===== src/rtl/ifq_pkg.sv =====
// Shared types and constants for the IF/ID instruction queue.
package ifq_pkg;

  localparam int unsigned IFQ_DATA_W = 32;

  typedef struct packed {
    logic [IFQ_DATA_W-1:0] pc;
    logic [IFQ_DATA_W-1:0] instruction;
  } ifq_entry_t;

  localparam logic [IFQ_DATA_W-1:0] IFQ_NOP = 32'h0;

endpackage


===== src/rtl/ifq_storage.sv =====
// Entry array for the IF/ID queue: one write port, one asynchronous read port.
// Contents are don't-care after reset, so the array carries no reset.
module ifq_storage
  import ifq_pkg::*;
#(
  parameter int unsigned DEPTH = 4
) (
  input  logic                     clk_i,
  input  logic                     we_i,
  input  logic [$clog2(DEPTH)-1:0] waddr_i,
  input  ifq_entry_t               wdata_i,
  input  logic [$clog2(DEPTH)-1:0] raddr_i,
  output ifq_entry_t               rdata_o
);

  ifq_entry_t mem_q [DEPTH];

  always_ff @(posedge clk_i) begin
    if (we_i) mem_q[waddr_i] <= wdata_i;
  end

  assign rdata_o = mem_q[raddr_i];

endmodule


===== src/rtl/if_id_queue.sv =====
// Decoupling FIFO between fetch and decode with freeze-on-full and branch flush.
// Define IFQ_BYPASS_EN for a zero-latency path from fetch to decode when empty.
module if_id_queue
  import ifq_pkg::*;
#(
  parameter int unsigned DEPTH  = 4,
  parameter int unsigned DATA_W = IFQ_DATA_W
) (
  input  logic                       clk,
  input  logic                       rst,
  input  logic [DATA_W-1:0]          if_pc,
  input  logic [DATA_W-1:0]          if_instruction,
  input  logic                       branch_taken,
  output logic                       freeze,
  input  logic                       id_ready,
  output logic                       id_valid,
  output logic [DATA_W-1:0]          id_pc,
  output logic [DATA_W-1:0]          id_instruction,
  output logic [$clog2(DEPTH):0]     count
);

  localparam int unsigned PTR_W = $clog2(DEPTH);
  localparam int unsigned CNT_W = PTR_W + 1;

  logic [PTR_W-1:0] wr_ptr_q, wr_ptr_d;
  logic [PTR_W-1:0] rd_ptr_q, rd_ptr_d;
  logic [CNT_W-1:0] count_q, count_d;

  logic       empty;
  logic       push;
  logic       bypass;
  logic       wr_en;
  logic       rd_en;
  ifq_entry_t wr_entry;
  ifq_entry_t rd_entry;

  assign empty  = (count_q == '0);
  assign freeze = (count_q == CNT_W'(DEPTH));
  assign push   = ~freeze & ~branch_taken;

`ifdef IFQ_BYPASS_EN
  assign bypass = empty & push & id_ready;
`else
  assign bypass = 1'b0;
`endif

  // A bypassed word is consumed directly and never stored.
  assign wr_en = push & ~bypass;
  assign rd_en = ~empty & id_ready & ~branch_taken;

  assign wr_entry.pc          = IFQ_DATA_W'(if_pc);
  assign wr_entry.instruction = IFQ_DATA_W'(if_instruction);

  ifq_storage #(
    .DEPTH (DEPTH)
  ) u_storage (
    .clk_i   (clk),
    .we_i    (wr_en),
    .waddr_i (wr_ptr_q),
    .wdata_i (wr_entry),
    .raddr_i (rd_ptr_q),
    .rdata_o (rd_entry)
  );

  always_comb begin
    wr_ptr_d = wr_ptr_q;
    rd_ptr_d = rd_ptr_q;
    count_d  = count_q;
    if (branch_taken) begin
      wr_ptr_d = '0;
      rd_ptr_d = '0;
      count_d  = '0;
    end else begin
      if (wr_en) wr_ptr_d = wr_ptr_q + PTR_W'(1);
      if (rd_en) rd_ptr_d = rd_ptr_q + PTR_W'(1);
      count_d = count_q + CNT_W'(wr_en) - CNT_W'(rd_en);
    end
  end

  always_ff @(posedge clk) begin
    if (rst) begin
      wr_ptr_q <= '0;
      rd_ptr_q <= '0;
      count_q  <= '0;
    end else begin
      wr_ptr_q <= wr_ptr_d;
      rd_ptr_q <= rd_ptr_d;
      count_q  <= count_d;
    end
  end

  // Empty queue presents a NOP rather than stale storage.
  always_comb begin
    id_valid       = ~empty;
    id_pc          = empty ? DATA_W'(IFQ_NOP) : DATA_W'(rd_entry.pc);
    id_instruction = empty ? DATA_W'(IFQ_NOP) : DATA_W'(rd_entry.instruction);
    if (bypass) begin
      id_valid       = 1'b1;
      id_pc          = if_pc;
      id_instruction = if_instruction;
    end
  end

  assign count = count_q;

  a_no_overflow : assert property (@(posedge clk) disable iff (rst)
    !(wr_en && freeze) && (count_q <= CNT_W'(DEPTH)));
  a_no_underflow : assert property (@(posedge clk) disable iff (rst)
    !(rd_en && empty));

endmodule


===== config.mk =====
export PLATFORM = sky130hd
export DESIGN_NAME = if_id_queue
export DESIGN_NICKNAME = d
export VERILOG_FILES = /design/src/rtl/ifq_pkg.sv /design/src/rtl/ifq_storage.sv /design/src/rtl/if_id_queue.sv
export SDC_FILE = /design/constraint.sdc
export NUM_CORES = 1
export LEC_CHECK = 0
export ABC_CLOCK_PERIOD_IN_PS = 8370
export CORE_AREA = 4 4 141 143
export DETAILED_ROUTE_END_ITERATION = 10
export DIE_AREA = 0 0 145 147
export DONT_BUFFER_PORTS = 1
export GPL_TIMING_DRIVEN = 0
export PLACE_DENSITY = 0.7
export REMOVE_ABC_BUFFERS = 1
export SETUP_SLACK_MARGIN = 0.2
export SLEW_MARGIN = 20
export SYNTH_ARGS = -nofsm -noshare
export SYNTH_HDL_FRONTEND = slang
export SYNTH_HIERARCHICAL = 1
export SYNTH_SLANG_ARGS = --single-unit

===== constraint.sdc =====
create_clock -name clk -period 8.37 [get_ports clk]
set_input_delay 1.674 -clock clk [delete_from_list [all_inputs] [get_ports clk]]
set_output_delay 1.674 -clock clk [all_outputs]
set_load 0.005 [all_outputs]

Word-level counts from Yosys, hierarchy flattened

Memories as Yosys holds them, arrays and structs flattened. A register that Yosys moved wholly into a read port is not among the register bits.
Index checks and enable logic that the tools add are counted.

Bits of input ports: 68
Bits in writable memories: 256
Logic and storage cells: 23
Bits in registers: 7
Memories kept: 1

Memories:

| memory          | depth | bits a word | rd ports | clocked after Yosys merged registers in | write ports | line              | source |
|---|---|---|---|---|---|---|---|
| u_storage.mem_q | 4     | 64          | 1        | 1                                       | 1           | ifq_storage.sv:16 | `ifq_entry_t mem_q [DEPTH];` |

Reduce and logical (&&, ||, !) cells: 2
Add/subtract/negate cells: 4
Equality and inequality tests: 1
Mux-type cells: 6
Bitwise logic cells: 6

Operators with widths:

| operator                                                       | number |
|---|---|
| 32-bit 2-to-1 mux                                              | 2 |
| 2-bit by 1-bit adder with 2-bit output (second input constant) | 2 |
| 2-bit 2-to-1 mux                                               | 2 |
| 3-bit by 1-bit adder with 3-bit output                         | 1 |
| 1-bit bitwise AND                                              | 3 |
| 3-bit equality test (second input constant)                    | 1 |
| 3-bit zero test                                                | 1 |
| 1-bit NOT                                                      | 3 |
| 3-bit by 1-bit subtractor with 3-bit output                    | 1 |
| 1-bit 2-to-1 mux                                               | 2 |
| 2-bit OR reduction                                             | 1 |

Longest topological paths before layout

Depth after elaboration: 6
Mapped depth: 9
Gate-level depth less buffers: 9

Cells and area by module

Netlist, hierarchy kept.

By module, submodules not included:

| module      | area an instance (um2) | sequential area each (um2) | instances | cells each |
|---|---|---|---|---|
| ifq_storage | 9341.5                 | 7687.4                     | 1         | 338 |
| if_id_queue | 814.5                  | 140.1                      | 1         | 108 |

Worst setup path before layout

OpenSTA, ideal clock, no wires.

Kind: input to register
Start point: input port branch_taken
End point: memory u_storage/mem_q[0][0] in the netlist's numbering (enable)
Stages: 3
Path buffers: 0
Setup slack: 1167 ps
Setup time: 577 ps
Arrival: 6626 ps
Path through: or2_1 > inv_1 > nor3b_1

Word-level cells in the longest chain between the ends: 4

RTL lines:

| item                                   | line              | source |
|---|---|---|
| from (decl)                            | if_id_queue.sv:13 | `input logic branch_taken,` |
| 1-bit NOT                              | if_id_queue.sv:39 | `assign push = ~freeze & ~branch_taken;` |
| 1-bit bitwise AND                      | if_id_queue.sv:39 |  |
| via push                               | if_id_queue.sv:30 | `logic push;` |
| 1-bit 2-to-1 mux                       | ifq_storage.sv:19 | `if (we_i) mem_q[waddr_i] <= wdata_i;` |
| 1-bit 2-to-1 mux (implied by the code) | ifq_storage.sv:19 |  |
| to (decl)                              | ifq_storage.sv:16 |  |

The timed path passes the listed nets, and every way through them passes these cells.

==> flow_summary.toml <==
[outcome]
status = "completed"

[global_route]
grt_max_degree = 66
overflow = 0
antenna_found_initial = 0
grt_pass1_wl_um = 27600
grt_pass1_vias = 4748
grt_usage_pct = 16.6

[setup_path]
cp.depth = 3
criticalPathCategory = "reg2out"
setup.worst_path.end_class = "output port"
cp.arrival_ns = 2.15
cp-start-kind = "flip-flop"
crit_required_ns = 6.70
crit_family = "flip-flops"
cp_slowest_cell = "dfxtp_4"
critical_path.max_stage_delay_ns = 0.58
crit_buf_inv = 1
worst_r2r_path_depth = 7
cp_max_fo = 32
path_cells = "buf_16 -> mux4_2 -> and2_1"

[synthesis]
ys_warn_count = 6
ys_seq_area_share_pct = 77.1
muxShareOfSynthArea_pct = 14.3
syn-cell-area_um2 = 10200
synth_edf_count = 256
avgSynthCellArea_um2 = 22.8
synthArstFlopShare_pct = 0
synth-simple-area-share_pct = 4.96
netlist_instances = 446
synth-xor-area-share_pct = 0.431
synth_compound_gate_area_share_pct = 0.259
yosys.area_share.adder_pct = 0.444
synth_top_family_by_area = "multiplexers"
ys.flop_type = "edfxtp_1"
ys_ff_latch = 263
ys_types = 28

[layout]
finish.utilization_pct = 60.9
drive_above_1_share_pct = 24.5
fin_cells = 724
nets = 541
fill_cells = 1281
syn_to_final_growth_pct = 11.3
mostFrequentLayoutCells = "edfxtp_1, and2_1, mux4_2"
antenna_cells = 0
mostFrequentLayoutCell = "edfxtp_1"

[routing]
num_vias = 4217
drtIter0Drc = 203
vias_per_cell = 5.82
first_pass_iters = 4
drt-total-wl_um = 17300
wl_per_cell_um = 23.9
postRouteAntennaNets = 0
drc = 0

[hold_path]
hold_class = "reg2reg"
hold_depth = 2

[clock_network]
cts_hold_buffers = 0
clock_latency_ns = 0.52
numCtsBuffers = 26
cts.path.max_buffers = 3
cts.clk_slew.worst_paths_ns = 0.06
cts-resized-gates = 0
tritoncts = "yes"
cts_setup_buffers = 0
htreeDepth = 1
cts.sinks = 263
cts_root_buffer = "clkbuf_16"

[flow_run]
max_cap_violations = 0

[timing]
slew_viol_final = 0
tns_ns = 0
hold_viol = 0
period_needed_ns = 3.82
tightest_slew_ns = 0.658
post-route-period-util_pct = 45.7
slew_headroom_pct = 56.1
fmax_ghz = 0.262
setup_viol_count_final = 0
rsz0062_at_grt = "false"
clock_skew_ns = 0.0165

[placed_design]
place_congestion = 0.660
numPortBuffers = 0
dp.cells = 676
dpl.hpwl_um = 10700

[pwr]
power.clock.fraction_pct = 40.3
leakagePower_nw = 3.55
swShare_pct = 19.2
pwr-share-comb_pct = 4.4
share_seq_of_total_power_pct = 55.3
switchingPower_mw = 0.521
peakVddDrop_mv = 0.190
p_per_area_nw_per_um2 = 240
power.internal_mw = 2.20

[die]
fp.dieArea_um2 = 21300
die_y_um = 147
initial_core_util_pct = 54.7
core_um2 = 18600
num_rows = 50
ios = 137
die_w_um = 145
==> layout make-up <==
| cell class | instances | area [um^2] | area share, % |
|---|---|---|---|
| Clock buffer | 34 | 702 | 6.21 |
| Clock inverter | 14 | 115 | 1.02 |
| Inverter | 5 | 18.8 | 0.166 |
| Multi-Input combinational cell | 157 | 2100 | 18.6 |
| Sequential cell | 263 | 7840 | 69.3 |
| Tap cell | 234 | 293 | 2.59 |
| Timing Repair Buffer | 17 | 246 | 2.18 |
==> routing by layer <==
metal | part of all wire [%] | track usage [%]
met1 | 41 | 21.5
met2 | 49 | 27.2
met3 | 8.9 | 6.51
met4 | 2.0 | 3.52
met5 | 0 | 0
==> synth_stat cells (all sizes together) (3+ instances only) <==
cell type | instances | share of area, %
nor2 | 6 | 0.22
and2 | 66 | 4.1
mux4 | 64 | 14
xnor2 | 3 | 0.26
dfxtp | 7 | 1.4
edfxtp | 256 | 76
inv | 5 | 0.18
buf | 19 | 2.2
==> worst reg2reg max path, stage by stage (launching register included) <==
cell and delay (ns):
dfxtp_1 0.51, nor3b_2 0.15, or2_1 0.25, inv_1 0.13, nor3b_2 0.47, buf_4 0.29
buf_4 0.22, buf_4 0.22
==> power groups by stage <==
| stage | registers, mW | logic, mW | clock network (mW) |
|---|---|---|---|
| 2_1_floorplan | 1.54 | 0.0792 | 0 |
| 3_3_place_gp | 1.54 | 0.108 | 0 |
| 3_5_place_dp | 1.53 | 0.124 | 0 |
| 4_1_cts | 1.50 | 0.124 | 1.13 |
| 5_1_grt | 1.51 | 0.132 | 1.19 |
| 6_report | 1.50 | 0.120 | 1.09 |
==> state kept, by name (all words and copies together), names as in the netlist <==
name,count
count,3
u_storage/mem_q,256
wr_ptr_q,2
rd_ptr_q,2
==> per-stage QoR <==
stage	hold WS [ns]	power (mW)	cell area, um^2	worst slack, ns
after floorplan	0.483	1.61	9920	1.17
after global placement	0.493	1.65	10200	-2.61
after detailed placement	0.568	1.66	10500	4.80
after CTS	0.577	2.76	11300	4.47
after global routing	0.611	2.83	11300	4.39
final	0.568	2.72	11300	4.55
==> logic make-up (layout without fill, tap and decap cells) <==
family | count (synthesis) | count (layout)
XOR/XNOR | 5 | 5
multiplexers | 64 | 64
buffers and inverters | 26 | 70
AO/OA/AOI/OAI | 4 | 4
AND/OR/NAND/NOR | 81 | 81
flip-flops | 263 | 263
adder cells (fa/ha/maj) | 3 | 3
==> final timing paths <==
check / start / endpoint / slack (ns)
max: rd_ptr_q[0] / id_instruction[19] / 4.55
min: wr_ptr_q[1] / wr_ptr_q[1] / 0.57
max reg2reg: count[1] / u_storage/mem_q[0][6] / 5.81
min reg2reg: wr_ptr_q[1] / wr_ptr_q[1] / 0.57
(Power assumes the default switching activity.)
